[src/rtl/intersection_phase_ctrl_if.sv]
// Intersection controller signal bundle: night-mode request in, lamp drives,
// countdown displays and debug phase code out.
interface intersection_phase_ctrl_if #(
  parameter int CNT_W = 7
);
  logic             night_mode;
  logic             left_turn_a;
  logic             green_a;
  logic             yellow_a;
  logic             red_a;
  logic             left_turn_b;
  logic             green_b;
  logic             yellow_b;
  logic             red_b;
  logic [CNT_W-1:0] countdown_a;
  logic [CNT_W-1:0] countdown_b;
  logic [3:0]       phase;

  // Controller side
  modport master (
    input  night_mode,
    output left_turn_a, green_a, yellow_a, red_a,
    output left_turn_b, green_b, yellow_b, red_b,
    output countdown_a, countdown_b, phase
  );

  // Lamp driver / display side
  modport slave (
    output night_mode,
    input  left_turn_a, green_a, yellow_a, red_a,
    input  left_turn_b, green_b, yellow_b, red_b,
    input  countdown_a, countdown_b, phase
  );
endinterface

[src/rtl/intersection_phase_ctrl.sv]
// Fixed-time two-road intersection controller with tick prescaler,
// per-road countdown displays and flashing-yellow night mode.
module intersection_phase_ctrl #(
  parameter int CLK_DIV   = 50000000,
  parameter int CNT_W     = 7,
  parameter int T_LEFT_A  = 15,
  parameter int T_GREEN_A = 40,
  parameter int T_LEFT_B  = 15,
  parameter int T_GREEN_B = 30,
  parameter int T_YELLOW  = 5,
  parameter int T_ALLRED  = 2
) (
  input  logic                          clk,
  input  logic                          reset_n,
  intersection_phase_ctrl_if.master     bus
);

  localparam int              PS_W    = (CLK_DIV > 1) ? $clog2(CLK_DIV) : 1;
  localparam logic [PS_W-1:0] PS_LAST = PS_W'(CLK_DIV - 1);

  typedef enum logic [3:0] {
    A_LEFT   = 4'd0,
    A_GREEN  = 4'd1,
    A_YELLOW = 4'd2,
    A_CLEAR  = 4'd3,
    B_LEFT   = 4'd4,
    B_GREEN  = 4'd5,
    B_YELLOW = 4'd6,
    B_CLEAR  = 4'd7,
    NIGHT    = 4'd8
  } state_t;

  logic [PS_W-1:0]  ps_cnt;
  logic             tick;
  state_t           state, state_n;
  logic [CNT_W-1:0] rem, rem_n;
  logic             flash, flash_n;
  // Set while in the all-red that follows night mode; that clearance hands
  // back to A_LEFT instead of B_LEFT.
  logic             resume, resume_n;

  // Timer reload value (duration minus one) on entering a state
  function automatic logic [CNT_W-1:0] dur_m1(state_t s);
    case (s)
      A_LEFT:            dur_m1 = CNT_W'(T_LEFT_A - 1);
      A_GREEN:           dur_m1 = CNT_W'(T_GREEN_A - 1);
      B_LEFT:            dur_m1 = CNT_W'(T_LEFT_B - 1);
      B_GREEN:           dur_m1 = CNT_W'(T_GREEN_B - 1);
      A_YELLOW, B_YELLOW: dur_m1 = CNT_W'(T_YELLOW - 1);
      A_CLEAR, B_CLEAR:  dur_m1 = CNT_W'(T_ALLRED - 1);
      default:           dur_m1 = '0;
    endcase
  endfunction

  // Ticks between the end of state s and the start of A's left-turn phase
  function automatic logic [CNT_W-1:0] wait_a(state_t s, logic res);
    case (s)
      A_CLEAR:  wait_a = res ? '0 : CNT_W'(T_LEFT_B + T_GREEN_B + T_YELLOW + T_ALLRED);
      B_LEFT:   wait_a = CNT_W'(T_GREEN_B + T_YELLOW + T_ALLRED);
      B_GREEN:  wait_a = CNT_W'(T_YELLOW + T_ALLRED);
      B_YELLOW: wait_a = CNT_W'(T_ALLRED);
      default:  wait_a = '0;
    endcase
  endfunction

  // Ticks between the end of state s and the start of B's left-turn phase
  function automatic logic [CNT_W-1:0] wait_b(state_t s, logic res);
    case (s)
      A_LEFT:   wait_b = CNT_W'(T_GREEN_A + T_YELLOW + T_ALLRED);
      A_GREEN:  wait_b = CNT_W'(T_YELLOW + T_ALLRED);
      A_YELLOW: wait_b = CNT_W'(T_ALLRED);
      A_CLEAR:  wait_b = res ? CNT_W'(T_LEFT_A + T_GREEN_A + T_YELLOW + T_ALLRED) : '0;
      B_CLEAR:  wait_b = CNT_W'(T_LEFT_A + T_GREEN_A + T_YELLOW + T_ALLRED);
      default:  wait_b = '0;
    endcase
  endfunction

  assign tick = (ps_cnt == PS_LAST);

  // Prescaler: one-clk tick every CLK_DIV clocks
  always_ff @(posedge clk or negedge reset_n) begin
    if (!reset_n) ps_cnt <= '0;
    else if (tick) ps_cnt <= '0;
    else ps_cnt <= ps_cnt + PS_W'(1);
  end

  // Phase state, timer, flash and resume registers
  always_ff @(posedge clk or negedge reset_n) begin
    if (!reset_n) begin
      state  <= A_LEFT;
      rem    <= CNT_W'(T_LEFT_A - 1);
      flash  <= 1'b0;
      resume <= 1'b0;
    end else begin
      state  <= state_n;
      rem    <= rem_n;
      flash  <= flash_n;
      resume <= resume_n;
    end
  end

  // Next-state: timer countdown, fixed phase order, night entry/exit at clearances
  always_comb begin
    state_n  = state;
    rem_n    = rem;
    flash_n  = flash;
    resume_n = resume;
    if (tick) begin
      if (state == NIGHT) begin
        rem_n   = '0;
        flash_n = ~flash;
        if (!bus.night_mode) begin
          state_n  = A_CLEAR;
          rem_n    = CNT_W'(T_ALLRED - 1);
          flash_n  = 1'b0;
          resume_n = 1'b1;
        end
      end else if (rem != '0) begin
        rem_n = rem - CNT_W'(1);
      end else if ((state == A_CLEAR || state == B_CLEAR) && bus.night_mode) begin
        state_n  = NIGHT;
        rem_n    = '0;
        flash_n  = 1'b1;
        resume_n = 1'b0;
      end else begin
        case (state)
          A_LEFT:   state_n = A_GREEN;
          A_GREEN:  state_n = A_YELLOW;
          A_YELLOW: state_n = A_CLEAR;
          A_CLEAR:  state_n = resume ? A_LEFT : B_LEFT;
          B_LEFT:   state_n = B_GREEN;
          B_GREEN:  state_n = B_YELLOW;
          B_YELLOW: state_n = B_CLEAR;
          default:  state_n = A_LEFT;
        endcase
        rem_n    = dur_m1(state_n);
        resume_n = 1'b0;
      end
    end
  end

  // Moore lamp decode and countdown displays
  always_comb begin
    bus.left_turn_a = 1'b0;
    bus.green_a     = 1'b0;
    bus.yellow_a    = 1'b0;
    bus.red_a       = 1'b0;
    bus.left_turn_b = 1'b0;
    bus.green_b     = 1'b0;
    bus.yellow_b    = 1'b0;
    bus.red_b       = 1'b0;
    bus.phase       = state;
    bus.countdown_a = rem + CNT_W'(1) + wait_a(state, resume);
    bus.countdown_b = rem + CNT_W'(1) + wait_b(state, resume);
    case (state)
      A_LEFT:   begin bus.left_turn_a = 1'b1; bus.red_b = 1'b1; end
      A_GREEN:  begin bus.green_a     = 1'b1; bus.red_b = 1'b1; end
      A_YELLOW: begin bus.yellow_a    = 1'b1; bus.red_b = 1'b1; end
      B_LEFT:   begin bus.left_turn_b = 1'b1; bus.red_a = 1'b1; end
      B_GREEN:  begin bus.green_b     = 1'b1; bus.red_a = 1'b1; end
      B_YELLOW: begin bus.yellow_b    = 1'b1; bus.red_a = 1'b1; end
      NIGHT: begin
        bus.yellow_a    = flash;
        bus.yellow_b    = flash;
        bus.countdown_a = '0;
        bus.countdown_b = '0;
      end
      default:  begin bus.red_a = 1'b1; bus.red_b = 1'b1; end
    endcase
  end

endmodule

[src/flat_wrapper.sv]
// flat-port wrapper written by rule: the top's interface ports become plain ports
module intersection_phase_ctrl_flat 
#(
  parameter int CLK_DIV   = 50000000,
  parameter int CNT_W     = 7,
  parameter int T_LEFT_A  = 15,
  parameter int T_GREEN_A = 40,
  parameter int T_LEFT_B  = 15,
  parameter int T_GREEN_B = 30,
  parameter int T_YELLOW  = 5,
  parameter int T_ALLRED  = 2
)
  (clk, reset_n, bus_night_mode, bus_left_turn_a, bus_green_a, bus_yellow_a, bus_red_a, bus_left_turn_b, bus_green_b, bus_yellow_b, bus_red_b, bus_countdown_a, bus_countdown_b, bus_phase);
  intersection_phase_ctrl_if #(.CNT_W(CNT_W)) bus_i ();
  input  logic clk;
  input  logic reset_n;
  input wire logic [$bits(bus_i.night_mode)-1:0] bus_night_mode;
  output wire logic [$bits(bus_i.left_turn_a)-1:0] bus_left_turn_a;
  output wire logic [$bits(bus_i.green_a)-1:0] bus_green_a;
  output wire logic [$bits(bus_i.yellow_a)-1:0] bus_yellow_a;
  output wire logic [$bits(bus_i.red_a)-1:0] bus_red_a;
  output wire logic [$bits(bus_i.left_turn_b)-1:0] bus_left_turn_b;
  output wire logic [$bits(bus_i.green_b)-1:0] bus_green_b;
  output wire logic [$bits(bus_i.yellow_b)-1:0] bus_yellow_b;
  output wire logic [$bits(bus_i.red_b)-1:0] bus_red_b;
  output wire logic [$bits(bus_i.countdown_a)-1:0] bus_countdown_a;
  output wire logic [$bits(bus_i.countdown_b)-1:0] bus_countdown_b;
  output wire logic [$bits(bus_i.phase)-1:0] bus_phase;
  assign bus_i.night_mode = bus_night_mode;
  assign bus_left_turn_a = bus_i.left_turn_a;
  assign bus_green_a = bus_i.green_a;
  assign bus_yellow_a = bus_i.yellow_a;
  assign bus_red_a = bus_i.red_a;
  assign bus_left_turn_b = bus_i.left_turn_b;
  assign bus_green_b = bus_i.green_b;
  assign bus_yellow_b = bus_i.yellow_b;
  assign bus_red_b = bus_i.red_b;
  assign bus_countdown_a = bus_i.countdown_a;
  assign bus_countdown_b = bus_i.countdown_b;
  assign bus_phase = bus_i.phase;
  intersection_phase_ctrl #(.CLK_DIV(CLK_DIV), .CNT_W(CNT_W), .T_LEFT_A(T_LEFT_A), .T_GREEN_A(T_GREEN_A), .T_LEFT_B(T_LEFT_B), .T_GREEN_B(T_GREEN_B), .T_YELLOW(T_YELLOW), .T_ALLRED(T_ALLRED)) u_core (.clk(clk), .reset_n(reset_n), .bus(bus_i));
endmodule
[config.mk]
export PLATFORM = sky130hd
export DESIGN_NAME = intersection_phase_ctrl_flat
export DESIGN_NICKNAME = d
export VERILOG_FILES = /design/src/rtl/intersection_phase_ctrl_if.sv /design/src/rtl/intersection_phase_ctrl.sv /design/src/flat_wrapper.sv
export SDC_FILE = /design/constraint.sdc
export NUM_CORES = 1
export LEC_CHECK = 0
export CORE_ASPECT_RATIO = 2
export CORE_MARGIN = 1.5
export CORE_UTILIZATION = 53
export DETAILED_ROUTE_END_ITERATION = 8
export PLACE_DENSITY_LB_ADDON = 0.08
export SLEW_MARGIN = 25
export SYNTH_ARGS = -nofsm -noshare
export SYNTH_HDL_FRONTEND = slang
export SYNTH_SLANG_ARGS = --single-unit
[constraint.sdc]
create_clock -name clk -period 5.3 [get_ports clk]
set_input_delay 1.06 -clock clk [delete_from_list [all_inputs] [get_ports clk]]
set_output_delay 1.06 -clock clk [all_outputs]
set_load 0.03 [all_outputs]
Yosys cells after proc, flatten, opt, wreduce, memory -nomap -nowiden
Memories as Yosys holds them, arrays and structs flattened.
Index checks and enable logic that the tools add are counted.
{"block": "word_totals", "word_cells": 69, "n_memories": 1, "register_bits": 39, "mem_bits_ro": 48, "input_bits": 3, "out_inout_bits": 26}
{"block": "classes", "n_addsub": 5, "reduce_logical": 9, "bitwise": 1, "eq_ne": 11, "muxes": 37}
{"name": "(no name shown)", "words": 8, "width": 6, "rd": 1, "rd_ports_with_merged_regs": 0, "write_ports": 0, "line": "intersection_phase_ctrl.sv:44", "source": "case (s)"}
{"cell": "$mux W7", "count": 6}
{"cell": "$pmux W7 S5", "count": 1}
{"cell": "$mux W4", "count": 8}
{"cell": "$pmux W4 S7", "count": 1}
{"cell": "$pmux W7 S4", "count": 1}
{"cell": "$add A26 B1 Y26 const B", "count": 1}
{"cell": "$eq A26 B26 Y1 const B", "count": 1}
{"cell": "$mux W26", "count": 1}
{"cell": "$eq A4 B3 Y1 const B", "count": 4}
{"cell": "$add A7 B7 Y7", "count": 2}
{"cell": "$mux W1", "count": 14}
{"cell": "$mux W6", "count": 2}
{"cell": "$eq A4 B2 Y1 const B", "count": 2}
{"cell": "$reduce_or A4 Y1", "count": 2}
{"cell": "$add A7 B1 Y7 const B", "count": 1}
{"cell": "$reduce_bool A7 Y1", "count": 1}
{"cell": "$sub A7 B1 Y7 const B", "count": 1}
{"cell": "$reduce_and A3 Y1", "count": 2}
{"cell": "$eq A4 B1 Y1 const B", "count": 1}
{"cell": "$eq A4 B4 Y1 const B", "count": 1}
{"cell": "$logic_not A4 Y1", "count": 1}
{"cell": "$pmux W1 S2", "count": 2}
{"cell": "$mux W3", "count": 1}
{"cell": "$ne A2 B1 Y1 const B", "count": 1}
{"cell": "other kinds (5)", "count": 5}

Depth between registers and ports, before layout
An unclocked memory read counts as a cell.
{"block": "depth", "ltp_word": 12, "ltp_mapped": 10, "depth_no_buf": 9}

Worst setup path before layout
No wires, ideal clock.
{"block": "synth_path", "kind": "flip-flop to output port", "from": "register u_core.state[2], in the netlist u_core.bus.phase[2]", "to": "output port bus_countdown_a[6]", "stages_incl_launch_ff": 10, "arrival_time_ns": 2.962, "required_ns": 4.240, "slack_ns": 1.278, "n_path_buf": 1, "path_cell_list": "dfrtp_1 -> clkbuf_1 -> nand2_1 -> nor3_1 -> or2_2 -> ha_1 -> a21oi_1 -> o31ai_1 -> xor2_1 -> nor2_1"}
{"block": "synth_between", "elab_chain_len": 4, "elab_cells_between_ends": 8, "cone_classes": "add/sub: 1; eq/ne: 5; mux: 2"}
{"element": "start: declaration", "line": "intersection_phase_ctrl.sv:35", "source": "state_t state, state_n;"}
{"element": "start signal: assignment", "line": "intersection_phase_ctrl.sv:95", "source": "state <= state_n;"}
{"element": "$eq A4 B3 Y1 or $eq A4 B2 Y1 (tied branches)", "line": "intersection_phase_ctrl.sv:57", "source": "case (s)"}
{"element": "$pmux W7 S4", "line": "intersection_phase_ctrl.sv:57"}
{"element": "$add A7 B7 Y7", "line": "intersection_phase_ctrl.sv:153", "source": "bus.countdown_a = rem + CNT_W'(1) + wait_a(state, resume);"}
{"element": "$mux W7 *", "line": "intersection_phase_ctrl.sv:155", "source": "case (state)"}
{"element": "end: declaration", "line": "flat_wrapper.sv:26", "source": "output wire logic [$bits(bus_i.countdown_a)-1:0] bus_countdown_a;"}
Mark *: on every way between the ends. The rest lies on a longest branch, timed or not.

Final worst setup path
{"block": "layout_path", "from": "register u_core.state[1], in the netlist u_core.bus.phase[1]", "to": "output port bus_countdown_b[6]"}
{"block": "layout_between", "elab_chain_len": 4, "elab_cells_between_ends": 9, "cone_classes": "add/sub: 1; eq/ne: 5; mux: 2; reduce/logical: 1"}
{"element": "$eq A4 B3 Y1, or another cell as far along", "line": "intersection_phase_ctrl.sv:68", "source": "case (s)"}
{"element": "$pmux W7 S5", "line": "intersection_phase_ctrl.sv:68"}
{"element": "$add A7 B7 Y7", "line": "intersection_phase_ctrl.sv:154", "source": "bus.countdown_b = rem + CNT_W'(1) + wait_b(state, resume);"}
{"element": "$mux W7 *", "line": "intersection_phase_ctrl.sv:155"}
{"element": "end: declaration", "line": "flat_wrapper.sv:27", "source": "output wire logic [$bits(bus_i.countdown_b)-1:0] bus_countdown_b;"}
Marks and branches as above.

==> metrics.csv <==
stage;metric;value;unit
run_status;outcome;complete, no violations;
placement;port bufs;28;
synth;mux share of post-synthesis cell area;0.4043;%
synth;Compound-Gate Fraction of Synth Area;12.04;%
clock_tree;cts repair resizes;0;
global_route;initial antenna violation count;0;
synth;cell count after synthesis;333;
setup_path;type of the worst setup path;register to output pin;
synth;Post-synth ARST share;100.0;%
timing;fmax;216.1;MHz
floorplanning;Die Area;0.005726;mm2
floorplanning;die height;105.5;um
detailed_routing;Antenna Nets Post-Route;0;
synth;post-synth cell types;47;
synth;largest family of logic cells by synthesized area;simple AND/OR/NAND/NOR gates;
timing;relative slew slack;41.99;%
timing;Total Neg Setup Slack;0;ns
clock_tree;TritonCTS clock tree;built;
floorplanning;# rows;37;
setup_path;WP data required;4.24;ns
floorplanning;core box area;0.005092;mm2
setup_path;critical path startpoint category;register;
synth;register area share after synthesis;35.18;%
detailed_routing;DRT iter0 DRCs;64;
detailed_routing;TritonRoute pass-1 iters;4;
timing;final worst path period share;87.30;%
synth;Yosys warnings;0;
timing;clk_skew;0.008580;ns
finish;Ant. Diodes;0;
job;max cap viols;0;
setup_path;CP Data Arrival Time;3.57;ns
synth;Post-Synth Simple-Gate Area;30.91;%
synth;Syn Nets;352;
placement;GP Congestion;0.8079;
finish;layout cells sized above 1;7.563;%
clock_tree;Bufs on Longest Clock Path;2;
setup_path;worst reg2reg setup slack;2.80;ns
timing;WHS;0.4912;ns
global_route;GRT Total Usage;26.10;%
timing;Slew @ Worst Pin;0.8621;ns
synth;post-synthesis adder-cell area fraction;7.727;%
global_route;first-pass GRT wire length;10850;um
floorplanning;die width;54.26;um
timing;Tmin final;4.627;ns
finish;Syn-to-layout area delta;16.13;%
clock_tree;root buf cell;clkbuf_8;
global_route;GR Overflow Total;0;
floorplanning;Ports;29;
synth;XOR/XNOR Fraction of Synth Area;9.748;%
synth;Avg Inst Size Synth;8.364;um2
detailed_routing;Avg WL per Cell;16.26;um
synth;synthesized area;0.002785;mm2
setup_path;crit-path max FO;14;
timing;RSZ-0062 raised after global routing;no;
clock_tree;clk_lat worst skew;0.30;ns
timing;Final Setup Violations;0;
detailed_routing;WL final;6746;um
setup_path;Worst Setup End Kind;output pin;
clock_tree;Worst-path clk slew;0.08;ns
detailed_routing;via count;2479;
detailed_routing;DR vias/cell;5.973;
global_route;vias in the first global route;2454;
clock_tree;CTS Hold Bufs;0;
timing;Slew Limit Fails;0;
detailed_routing;DRC;0;
timing;Hold Vio Cnt, Final;0;
clock_tree;H-tree Lvls;2;
clock_tree;Inserted Clock Buffers;5;
pwr;worst vdd ir;0.2819;mV
synth;synthesized flop and latch total;39;
synth;number of synthesized flops with an enable pin;0;
finish;nets@finish;375;
clock_tree;post-CTS setup buffers;0;
pwr;PwrDens;185.4;mW/mm2
min_path;class of the worst hold path;register to register;
pwr;P_leak;0.001413;uW
floorplanning;Initial Util;54.69;%
global_route;largest net degree at the start of global routing;40;
placement;post-DP HPWL;5092;um
synth;Top FF cell, synth;dfrtp_1;
clock_tree;CTS Sinks;39;
-- cells by family (layout without fill, tap and decap cells) --
kind of cell             Yosys count  in the layout
AO/OA/AOI/OAI                     57             57
flip-flops                        39             39
multiplexers                       1              1
AND/OR/NAND/NOR                  161            161
buffers and inverters             28             52
XOR/XNOR                          31             31
adder cells (fa/ha/maj)           16             16
-- synthesized netlist by cell type, types with 2 or more instances --
master,number,area [um2]
or2_2,6,37.54
o21ai_0,21,105.1
nand4_1,5,31.28
nor2b_1,3,18.77
or3_1,4,25.02
nor2_1,43,161.4
and2_1,6,37.54
nand3b_1,4,30.03
nor4b_1,3,26.28
and3_1,6,37.54
clkbuf_1,10,37.54
nor4_1,5,31.28
dfstp_2,3,78.83
nand3_1,23,115.1
or4_1,2,15.01
buf_2,5,25.02
and4_1,2,17.52
nor3_1,14,70.07
a21o_1,4,30.03
xnor2_1,13,113.9
inv_1,12,45.04
a31oi_1,4,25.02
fa_1,2,40.04
nand2_1,19,71.32
a21oi_1,14,70.07
nor3b_1,3,22.52
ha_1,14,175.2
dfrtp_1,36,900.9
o22ai_1,2,12.51
nand2b_1,6,37.54
o31ai_1,6,45.04
xor2_1,18,157.7
-- cell type report --
class                   count  area, um2
clock buffers               6      72.57
repair buffers             32      305.3
flip-flops and latches     39      979.7
multi-input cells         266       1699
fillers                   470       1858
well taps                  58      72.57
inverters                  12      45.04
clock inverters             2      60.06
-- worst paths after layout --
kind | from | endpoint | cells after the start
setup / recovery | u_core.bus.phase[1] | bus_countdown_b[6] | 10
hold / removal | u_core.ps_cnt[17] | u_core.ps_cnt[17] | 1
setup reg to reg | u_core.rem[0] | u_core.flash | 7
hold reg to reg | u_core.ps_cnt[17] | u_core.ps_cnt[17] | 1
max in group asynchronous | reset_n | u_core.ps_cnt[11] | 1
min in group asynchronous | reset_n | u_core.ps_cnt[2] | 1
-- registers in the layout (all words and copies together), names as in the netlist --
| signal | flops |
|---|---|
| u_core.resume | 1 |
| u_core.ps_cnt | 26 |
| u_core.flash | 1 |
| u_core.rem | 7 |
| u_core.bus.phase | 4 |
-- power by group --
| part | leakage (uW) | switching (uW) | internal [uW] |
|---|---|---|---|
| sequential | 0.000489 | 0 | 297 |
| combinational | 0.000859 | 6.45 | 1.29 |
| clock | 0.0000654 | 106 | 188 |
-- layout by cell type, fill, tap and decap left out, types with 3 or more instances in the layout --
cell	n
a21o_1	4
a21oi_1	14
a31oi_1	4
and2_1	6
and3_1	6
buf_4	4
clkbuf_8	5
clkdlybuf4s50_1	27
dfrtp_1	36
dfstp_2	3
ha_1	14
inv_1	12
nand2_1	19
nand2b_1	6
nand3_1	23
nand3b_1	4
nand4_1	5
nor2_1	43
nor2b_1	3
nor3_1	13
nor3b_1	3
nor4_1	5
nor4b_1	3
o21ai_0	21
o31ai_1	6
or2_2	6
or3_1	4
xnor2_1	13
xor2_1	18
-- through the flow --
| step | total power (uW) | std cells | worst slack (ns) | utilization [%] | instance area, um2 |
|---|---|---|---|---|---|
| 3_3_place_gp | 311.5 | 407 | 1.078 | 60.91 | 3102 |
| 6_report | 599.7 | 415 | 0.6731 | 63.51 | 3234 |
| 4_1_cts | 610.0 | 415 | 0.6626 | 63.51 | 3234 |
| 2_1_floorplan | 303.9 | 333 | 1.278 | - | 2785 |
| 5_1_grt | 618.3 | 415 | 0.4219 | 63.51 | 3234 |
| 3_5_place_dp | 311.5 | 407 | 1.019 | 60.91 | 3102 |
-- worst max-delay path, cell delays in order (launching register included) --
cell             delay (ns)
dfrtp_1                0.58
nand2_1                0.21
and2_1                 0.22
or3_1                  0.35
fa_1                   0.43
nand2b_1               0.18
a31oi_1                0.24
o22ai_1                0.14
xnor2_1                0.14
nor2_1                 0.09
clkdlybuf4s50_1        0.67
-- routing by layer --
metal  vias up  global-route usage, %  share of wire, %
li1       1209                      -                 -
met1      1200                  25.00                36
met2        50                  47.76                58
met3        20                  3.683               2.3
met4         0                  15.71               4.4
met5         -                      0                 0
(Power assumes the default switching activity.)
